`src/rtl/regfile_scoreboard_pkg.sv`:
```
// rtl/regfile_scoreboard_pkg.sv - shared CPU constants for the register file slice
//
// Default widths and architectural register numbers used by the register
// file, its interface and the bench.
package regfile_scoreboard_pkg;

    localparam int DEF_DATA_W = 32;
    localparam int DEF_ADDR_W = 5;
    localparam int DEF_MAX_LD = 4;

    // Hard-wired zero register and the JAL link register.
    localparam int REG_ZERO = 0;
    localparam int REG_RA   = 31;

endpackage

```
`src/rtl/regfile_scoreboard_if.sv`:
```
// rtl/regfile_scoreboard_if.sv - decode-side bus of the register file
//
// Groups the two read ports, the immediate writeback port, load issue,
// load return and the stall/outstanding-count status.
//   master : decode / pipeline side (drives addresses, writes, loads)
//   slave  : register file side (drives read data, stall, ld_cnt)
interface regfile_scoreboard_if
    import regfile_scoreboard_pkg::*;
#(
    parameter int DATA_W = DEF_DATA_W,
    parameter int ADDR_W = DEF_ADDR_W,
    parameter int CNT_W  = $clog2(DEF_MAX_LD + 1)
);
    logic [ADDR_W-1:0] rs_addr;
    logic              rs_used;
    logic [ADDR_W-1:0] rt_addr;
    logic              rt_used;
    logic [DATA_W-1:0] rs_data;
    logic [DATA_W-1:0] rt_data;
    logic              wa_en;
    logic [ADDR_W-1:0] wa_addr;
    logic [DATA_W-1:0] wa_data;
    logic              ld_issue;
    logic [ADDR_W-1:0] ld_addr;
    logic              ld_ret_valid;
    logic [ADDR_W-1:0] ld_ret_addr;
    logic [DATA_W-1:0] ld_ret_data;
    logic              stall;
    logic [CNT_W-1:0]  ld_cnt;

    modport master (
        output rs_addr, rs_used, rt_addr, rt_used,
        output wa_en, wa_addr, wa_data,
        output ld_issue, ld_addr,
        output ld_ret_valid, ld_ret_addr, ld_ret_data,
        input  rs_data, rt_data, stall, ld_cnt
    );

    modport slave (
        input  rs_addr, rs_used, rt_addr, rt_used,
        input  wa_en, wa_addr, wa_data,
        input  ld_issue, ld_addr,
        input  ld_ret_valid, ld_ret_addr, ld_ret_data,
        output rs_data, rt_data, stall, ld_cnt
    );

endinterface

```
`src/rtl/regfile_scoreboard_bypass_mux.sv`:
```
// rtl/regfile_scoreboard_bypass_mux.sv - per-read-port forwarding mux
//
// Selects read data for one port: immediate write first, then returning
// load, then the stored array value. With BYPASS=0 only the array is used.
//   arr_data  in   stored register value
//   wa_hit    in   accepted immediate write targets this port's register
//   wa_data   in   immediate write data
//   ret_hit   in   load return targets this port's register
//   ret_data  in   returning load data
//   rd_data   out  selected read data
module regfile_bypass_mux
    import regfile_scoreboard_pkg::*;
#(
    parameter int DATA_W = DEF_DATA_W,
    parameter int BYPASS = 1
) (
    input  logic [DATA_W-1:0] arr_data,
    input  logic              wa_hit,
    input  logic [DATA_W-1:0] wa_data,
    input  logic              ret_hit,
    input  logic [DATA_W-1:0] ret_data,
    output logic [DATA_W-1:0] rd_data
);

    always_comb begin
        rd_data = arr_data;
        if (BYPASS != 0) begin
            // Immediate write belongs to the younger instruction, so it wins.
            if (wa_hit) begin
                rd_data = wa_data;
            end else if (ret_hit) begin
                rd_data = ret_data;
            end
        end
    end

endmodule

```
`src/rtl/regfile_scoreboard.sv`:
```
// rtl/regfile_scoreboard.sv - GPR file with load busy scoreboard and stall
//
// Two combinational read ports, an immediate writeback port and a late
// load-return port. Each register carries a busy bit while a load to it is
// outstanding; decode is stalled on reads/writes/issues that would race it.
//   clock  in   rising-edge clock
//   reset  in   synchronous, active-high
//   bus    slave side of regfile_scoreboard_if (read, write, load, status)
module regfile_scoreboard
    import regfile_scoreboard_pkg::*;
#(
    parameter int DATA_W = DEF_DATA_W,
    parameter int ADDR_W = DEF_ADDR_W,
    parameter int BYPASS = 1,
    parameter int MAX_LD = DEF_MAX_LD
) (
    input  logic               clock,
    input  logic               reset,
    regfile_scoreboard_if.slave bus
);

    localparam int NREG  = 2 ** ADDR_W;
    localparam int CNT_W = $clog2(MAX_LD + 1);
    localparam logic [ADDR_W-1:0] ZERO_A = ADDR_W'(REG_ZERO);

    logic [DATA_W-1:0] regs [NREG];
    logic [NREG-1:0]   busy;
    logic [NREG-1:0]   busy_next;
    logic [CNT_W-1:0]  ld_cnt;

    logic rs_ret_hit, rt_ret_hit, wa_ret_hit, ld_ret_hit;
    logic rs_hazard, rt_hazard, wa_hazard, ld_hazard, full_hazard;
    logic stall, wa_en_q, ld_issue_q, wa_wr, ld_inc, ld_dec;
    logic rs_wa_hit, rt_wa_hit;

    // A returning load satisfies any consumer of its register this cycle.
    assign rs_ret_hit = bus.ld_ret_valid && (bus.ld_ret_addr == bus.rs_addr) && (bus.rs_addr != ZERO_A);
    assign rt_ret_hit = bus.ld_ret_valid && (bus.ld_ret_addr == bus.rt_addr) && (bus.rt_addr != ZERO_A);
    assign wa_ret_hit = bus.ld_ret_valid && (bus.ld_ret_addr == bus.wa_addr) && (bus.wa_addr != ZERO_A);
    assign ld_ret_hit = bus.ld_ret_valid && (bus.ld_ret_addr == bus.ld_addr) && (bus.ld_addr != ZERO_A);

    // Without forwarding the returning value is not readable yet, so the
    // read hazards cannot be released by a same-cycle return.
    assign rs_hazard   = bus.rs_used && busy[bus.rs_addr] && ((BYPASS == 0) || !rs_ret_hit);
    assign rt_hazard   = bus.rt_used && busy[bus.rt_addr] && ((BYPASS == 0) || !rt_ret_hit);
    assign wa_hazard   = bus.wa_en && busy[bus.wa_addr] && !wa_ret_hit;
    assign ld_hazard   = bus.ld_issue && busy[bus.ld_addr] && !ld_ret_hit;
    assign full_hazard = bus.ld_issue && (ld_cnt == CNT_W'(MAX_LD)) && !bus.ld_ret_valid;

    assign stall      = rs_hazard || rt_hazard || wa_hazard || ld_hazard || full_hazard;
    assign wa_en_q    = bus.wa_en && !stall;
    assign ld_issue_q = bus.ld_issue && !stall;

    assign wa_wr     = wa_en_q && (bus.wa_addr != ZERO_A);
    assign rs_wa_hit = wa_wr && (bus.wa_addr == bus.rs_addr);
    assign rt_wa_hit = wa_wr && (bus.wa_addr == bus.rt_addr);

    // Only loads that were actually tracked count down; r0 is never busy.
    assign ld_inc = ld_issue_q && (bus.ld_addr != ZERO_A);
    assign ld_dec = bus.ld_ret_valid && busy[bus.ld_ret_addr];

    // Set after clear so issue+return to the same register leaves it busy.
    always_comb begin
        busy_next = busy;
        if (bus.ld_ret_valid) begin
            busy_next[bus.ld_ret_addr] = 1'b0;
        end
        if (ld_inc) begin
            busy_next[bus.ld_addr] = 1'b1;
        end
        busy_next[REG_ZERO] = 1'b0;
    end

    always_ff @(posedge clock) begin
        if (reset) begin
            for (int i = 0; i < NREG; i++) begin
                regs[i] <= '0;
            end
            busy   <= '0;
            ld_cnt <= '0;
        end else begin
            if (bus.ld_ret_valid && (bus.ld_ret_addr != ZERO_A)) begin
                regs[bus.ld_ret_addr] <= bus.ld_ret_data;
            end
            // Later assignment wins: the immediate write is the younger result.
            if (wa_wr) begin
                regs[bus.wa_addr] <= bus.wa_data;
            end
            busy   <= busy_next;
            ld_cnt <= ld_cnt + CNT_W'(ld_inc) - CNT_W'(ld_dec);
        end
    end

    regfile_bypass_mux #(.DATA_W(DATA_W), .BYPASS(BYPASS)) u_rs_mux (
        .arr_data (regs[bus.rs_addr]),
        .wa_hit   (rs_wa_hit),
        .wa_data  (bus.wa_data),
        .ret_hit  (rs_ret_hit),
        .ret_data (bus.ld_ret_data),
        .rd_data  (bus.rs_data)
    );

    regfile_bypass_mux #(.DATA_W(DATA_W), .BYPASS(BYPASS)) u_rt_mux (
        .arr_data (regs[bus.rt_addr]),
        .wa_hit   (rt_wa_hit),
        .wa_data  (bus.wa_data),
        .ret_hit  (rt_ret_hit),
        .ret_data (bus.ld_ret_data),
        .rd_data  (bus.rt_data)
    );

    assign bus.stall  = stall;
    assign bus.ld_cnt = ld_cnt;

endmodule
```
`src/flat_wrapper.sv`:
```
// flat-port wrapper written by rule: the top's interface ports become plain ports
module regfile_scoreboard_flat import regfile_scoreboard_pkg::*;
#(
    parameter int DATA_W = DEF_DATA_W,
    parameter int ADDR_W = DEF_ADDR_W,
    parameter int BYPASS = 1,
    parameter int MAX_LD = DEF_MAX_LD
)
  (clock, reset, bus_rs_addr, bus_rs_used, bus_rt_addr, bus_rt_used, bus_wa_en, bus_wa_addr, bus_wa_data, bus_ld_issue, bus_ld_addr, bus_ld_ret_valid, bus_ld_ret_addr, bus_ld_ret_data, bus_rs_data, bus_rt_data, bus_stall, bus_ld_cnt);
  regfile_scoreboard_if #(.DATA_W(DATA_W), .ADDR_W(ADDR_W)) bus_i ();
  input  logic clock;
  input  logic reset;
  input wire logic [$bits(bus_i.rs_addr)-1:0] bus_rs_addr;
  input wire logic [$bits(bus_i.rs_used)-1:0] bus_rs_used;
  input wire logic [$bits(bus_i.rt_addr)-1:0] bus_rt_addr;
  input wire logic [$bits(bus_i.rt_used)-1:0] bus_rt_used;
  input wire logic [$bits(bus_i.wa_en)-1:0] bus_wa_en;
  input wire logic [$bits(bus_i.wa_addr)-1:0] bus_wa_addr;
  input wire logic [$bits(bus_i.wa_data)-1:0] bus_wa_data;
  input wire logic [$bits(bus_i.ld_issue)-1:0] bus_ld_issue;
  input wire logic [$bits(bus_i.ld_addr)-1:0] bus_ld_addr;
  input wire logic [$bits(bus_i.ld_ret_valid)-1:0] bus_ld_ret_valid;
  input wire logic [$bits(bus_i.ld_ret_addr)-1:0] bus_ld_ret_addr;
  input wire logic [$bits(bus_i.ld_ret_data)-1:0] bus_ld_ret_data;
  output wire logic [$bits(bus_i.rs_data)-1:0] bus_rs_data;
  output wire logic [$bits(bus_i.rt_data)-1:0] bus_rt_data;
  output wire logic [$bits(bus_i.stall)-1:0] bus_stall;
  output wire logic [$bits(bus_i.ld_cnt)-1:0] bus_ld_cnt;
  assign bus_i.rs_addr = bus_rs_addr;
  assign bus_i.rs_used = bus_rs_used;
  assign bus_i.rt_addr = bus_rt_addr;
  assign bus_i.rt_used = bus_rt_used;
  assign bus_i.wa_en = bus_wa_en;
  assign bus_i.wa_addr = bus_wa_addr;
  assign bus_i.wa_data = bus_wa_data;
  assign bus_i.ld_issue = bus_ld_issue;
  assign bus_i.ld_addr = bus_ld_addr;
  assign bus_i.ld_ret_valid = bus_ld_ret_valid;
  assign bus_i.ld_ret_addr = bus_ld_ret_addr;
  assign bus_i.ld_ret_data = bus_ld_ret_data;
  assign bus_rs_data = bus_i.rs_data;
  assign bus_rt_data = bus_i.rt_data;
  assign bus_stall = bus_i.stall;
  assign bus_ld_cnt = bus_i.ld_cnt;
  regfile_scoreboard #(.DATA_W(DATA_W), .ADDR_W(ADDR_W), .BYPASS(BYPASS), .MAX_LD(MAX_LD)) u_core (.clock(clock), .reset(reset), .bus(bus_i));
endmodule
```
`config.mk`:
```
export PLATFORM = sky130hd
export DESIGN_NAME = regfile_scoreboard_flat
export DESIGN_NICKNAME = d
export VERILOG_FILES = /design/src/rtl/regfile_scoreboard_pkg.sv /design/src/rtl/regfile_scoreboard_if.sv /design/src/rtl/regfile_scoreboard_bypass_mux.sv /design/src/rtl/regfile_scoreboard.sv /design/src/flat_wrapper.sv
export SDC_FILE = /design/constraint.sdc
export NUM_CORES = 2
export LEC_CHECK = 0
export CAP_MARGIN = 10
export CELL_PAD_IN_SITES_DETAIL_PLACEMENT = 1
export CELL_PAD_IN_SITES_GLOBAL_PLACEMENT = 1
export CORE_ASPECT_RATIO = 0.6
export CORE_MARGIN = 3
export CORE_UTILIZATION = 48
export DETAILED_ROUTE_END_ITERATION = 10
export PLACE_DENSITY_LB_ADDON = 0.1
export SYNTH_ARGS = -nofsm -noshare
export SYNTH_HDL_FRONTEND = slang
export SYNTH_SLANG_ARGS = --single-unit
```
`constraint.sdc`:
```
create_clock -name clock -period 5.6 [get_ports clock]
set_input_delay 1.4 -clock clock [delete_from_list [all_inputs] [get_ports clock]]
set_output_delay 1.4 -clock clock [all_outputs]
set_load 0.03 [all_outputs]
```
==> summary.md <==
| Metric | Value |
|---|---|
| Status | `finished, violations left` |
| Failing checks | `negative setup slack` |
| CTS hold repair buffers | `0` |
| Crit path cell chain | `buf_12 > mux4_2 > mux2i_1 > and3_1 > a2111oi_4 > or4_4 > buf_6 > or4_4 > buf_12 > buf_16 > mux2i_4 > buf_12` |
| Hold Path Sink | `u_core.busy[16]` |
| CP Data Arrival Time | `4.50 ns` |
| Dpl cells | `7,318` |
| Setup violators final | `60` |
| GPL Wtd Cong | `approximately 0.95` |
| Wire length on met3 | `55,100 um` |
| Max VDD drop | `0.2386 mV` |
| DR vias | `55,910` |
| Crit path max-delay cell type | `or4_4` |
| Worst hold path cell count | `2` |
| TNS Setup | `-10.68 ns` |
| Top Layer Used | `met4` |
| IO buf count | `163` |
| Synth warn | `0` |
| GRT overflow | `0` |
| Post-synthesis async set-or-reset flop share | `0%` |
| Met2 routed WL | `about 130,000 um` |
| Non-filler instance count after layout | `7,596` |
| Avg WL per Cell | `43.57 um` |
| Distinct cells, synth | `66` |
| Syn_area_per_cell | `approximately 13 sq um` |
| Tmin final | `between 5 and 6 ns` |
| Gr usage total | `44.07%` |
| ANT nets after route | `0` |
| Vias in the first global route | `54,680` |
| Post-synth EDFFs | `approximately 1,000` |
| Register area share after synthesis | `a little under half` |
| Worst r2r src | `u_core.busy[23]` |
| RSZ-0062 raised after global routing | `true` |
| Initial antenna violation count | `8` |
| Synth Area in Compound Gates | `under 10%` |
| CTS tree | `built` |
| DP Worst Slack | `-1.125 ns` |
| Initial Util | `48.69%` |
| Worst Setup End Kind | `output pin` |
| Clk sinks | `1,058` |
| Via density | `roughly 7.4` |
| Worst R2R End | `u_core.bus.ld_cnt[1]` |
| Area grow syn2layout | `19.52%` |
| Ys flop type | `edfxtp_1` |
| Flop-to-flop setup slack | `1.17 ns` |
| Largest net degree at the start of global routing | `84` |
| Total power draw | `roughly 20 mW` |
| Worst Skew | `0.03533 ns` |
| Core Rows | `~110` |
| Synth area leader | `edfxtp_1` |
| Count leader, synth | `mux2i_1` |
| WL final | `330,900 um` |
| Critical path class | `in2out` |
| Core area | `0.1403 sq mm` |
| Post-synthesis mux area share | `37.02%` |
| Final worst path period share | `105.4%` |
| Xor and xnor fraction of the mapped netlist area | `0.3974%` |
| Simple logic cell fraction of the synthesized area | `under 10%` |
| Post-Route M1 WL | `126,000 um` |
| Static power due to leakage | `about 36 nW` |
| Clock Latency Late Sink | `0.77 ns` |
| HP Class | `reg2reg` |
| CTS Root Cell | `clkbuf_16` |
| Yosys reg bits | `around 1,100` |
| DRC viols | `0` |
| CTS H-tree lvls | `3` |
| Final Hold Viols | `0` |
| Initial detailed-routing violation count | `10,240` |
| Crit start category | `input pin` |
| Detailed placement HPWL | `between 200,000 and 250,000 um` |
| I/O pin total | `164` |
| First-pass GRT wire length | `451,600 um` |
| Fmax | `0.1694 GHz` |
| Post-synthesis cell count | `5,364` |
| Synth top area share | `between 40% and 50%` |
| Commonest cells in the netlist | `mux2i_1, nand2_1, edfxtp_1` |
| CTS max path bufs | `3` |
| Die Width | `493.1 um` |
| Mapped Area | `0.06833 sq mm` |
| Die H | `a little under 300 um` |
| CTS Buf Count | `between 100 and 150` |
| Slew Limit Fails | `0` |
| Share of cells above drive strength 1 | `29.90%` |
| Util after Layout | `58.20%` |
| Adder-Cell Fraction of Synth Area | `0.06592%` |
| Main combinational cell family by area after synthesis | `multiplexers` |
| Power per cell area | `246.7 mW/mm^2` |
| Die area | `0.1471 sq mm` |
| Max-Slew Margin vs Limit | `about 29%` |
| Final #Nets | `5,704` |
| CP peak stage delay | `0.57 ns` |
| DRT Pass-1 Iters | `8` |
| Max FO, Critical Path | `7` |
| Maxcap violations | `0` |
| CTS clk-pin slew, worst paths | `0.06 ns` |
| Synth area leaders | `edfxtp_1, mux4_2, mux2i_1` |
| Worst Tran Pin Value | `1.069 ns` |
| Worst Min Path Start | `u_core.busy[16]` |
| Most frequent CP cell | `buf_12` |
| Worst EP required | `4.20 ns` |
| Path depth of the worst reg2reg path | `13` |
| Final worst setup slack | `-0.3031 ns` |
[critical path, delay by kind of cell]
family	cells	cell delay [ns]
multiplexers	3	0.90
buffers and inverters	5	0.77
AND/OR/NAND/NOR	3	1.32
AO/OA/AOI/OAI	1	0.06
[worst max-delay path by stage]
stage | slack, ns | to | from
floorplan | -0.02 | bus_rs_data[13] | bus_rt_addr[0]
global placement | -1.17 | bus_rs_data[15] | bus_ld_addr[1]
detailed placement | -1.13 | bus_rs_data[15] | bus_ld_addr[1]
CTS | -0.32 | bus_rt_data[18] | bus_rt_addr[1]
global route | -0.36 | bus_rt_data[20] | bus_ld_ret_addr[3]
finish | -0.30 | bus_rt_data[1] | bus_rt_addr[0]
[metal layers]
layer / track usage, % / vias up
met1: 62.08 / 28980
met2: 58.84 / 5227
met4: 19.62 / 0
met3: 18.63 / 978
met5: 0 / -
li1: - / 20730
[layout by cell type, fill, tap and decap left out, types with 35 or more instances in the layout]
cell type,synthesis,final
nor2b_1,35,35
nor2_1,199,149
nor2_4,0,40
edfxtp_1,1024,1024
nand2_1,1077,1044
clkdlybuf4s50_1,0,71
buf_12,0,177
buf_6,77,52
o21ai_0,51,49
mux2i_1,1213,1156
mux4_2,570,570
clkbuf_16,0,114
buf_4,8,439
inv_1,51,48
mux2i_4,0,51
[cells by family after synthesis]
kind of cell / after synthesis
muxes: 1811
and+or+nand+nor: 1443
DFF: 1058
buffers and inverters: 740
AOI/OAI and AO/OA: 277
xor gates and xnor gates: 31
adders and majority gates: 3
other: 1
[final cells by class]
class,instances,area (sq um)
Fill cell,13590,58650
Sequential cell,1058,31430
Inverter,51,198.9
Tap cell,1890,2365
Clock buffer,133,2839
Clock inverter,72,615.6
Multi-Input combinational cell,3597,35150
Antenna cell,7,17.52
Timing Repair Buffer,788,9055
[state kept, by name, summed over array words and instances (netlist names)]
register           cells
u_core.bus.ld_cnt      3
u_core.busy           31
u_core.regs         1024
[timing repair]
action,in CTS,in global routing
gates resized for setup,181,106
setup endpoints to repair,65,64
gates cloned,14,4
pin swaps,15,22
buffers inserted,43,20
[power breakdown]
part | switching [mW] | leakage, nW | internal [mW]
clock | 3.53 | 1.69 | 3.98
sequential | 0.156 | 11.2 | 8.91
combinational | 2.10 | 22.6 | 1.47
[metrics by stage]
| step | cell area (sq um) | hold WS, ns |
|---|---|---|
| 5_1_grt | 81650 | 0.5549 |
| 2_1_floorplan | 68970 | 0.4794 |
| 4_1_cts | 81100 | 0.5187 |
| 3_3_place_gp | 76300 | 0.4971 |
| 6_report | 81670 | 0.5236 |
| 3_5_place_dp | 76300 | 0.5101 |
(Power assumes the default switching activity.)
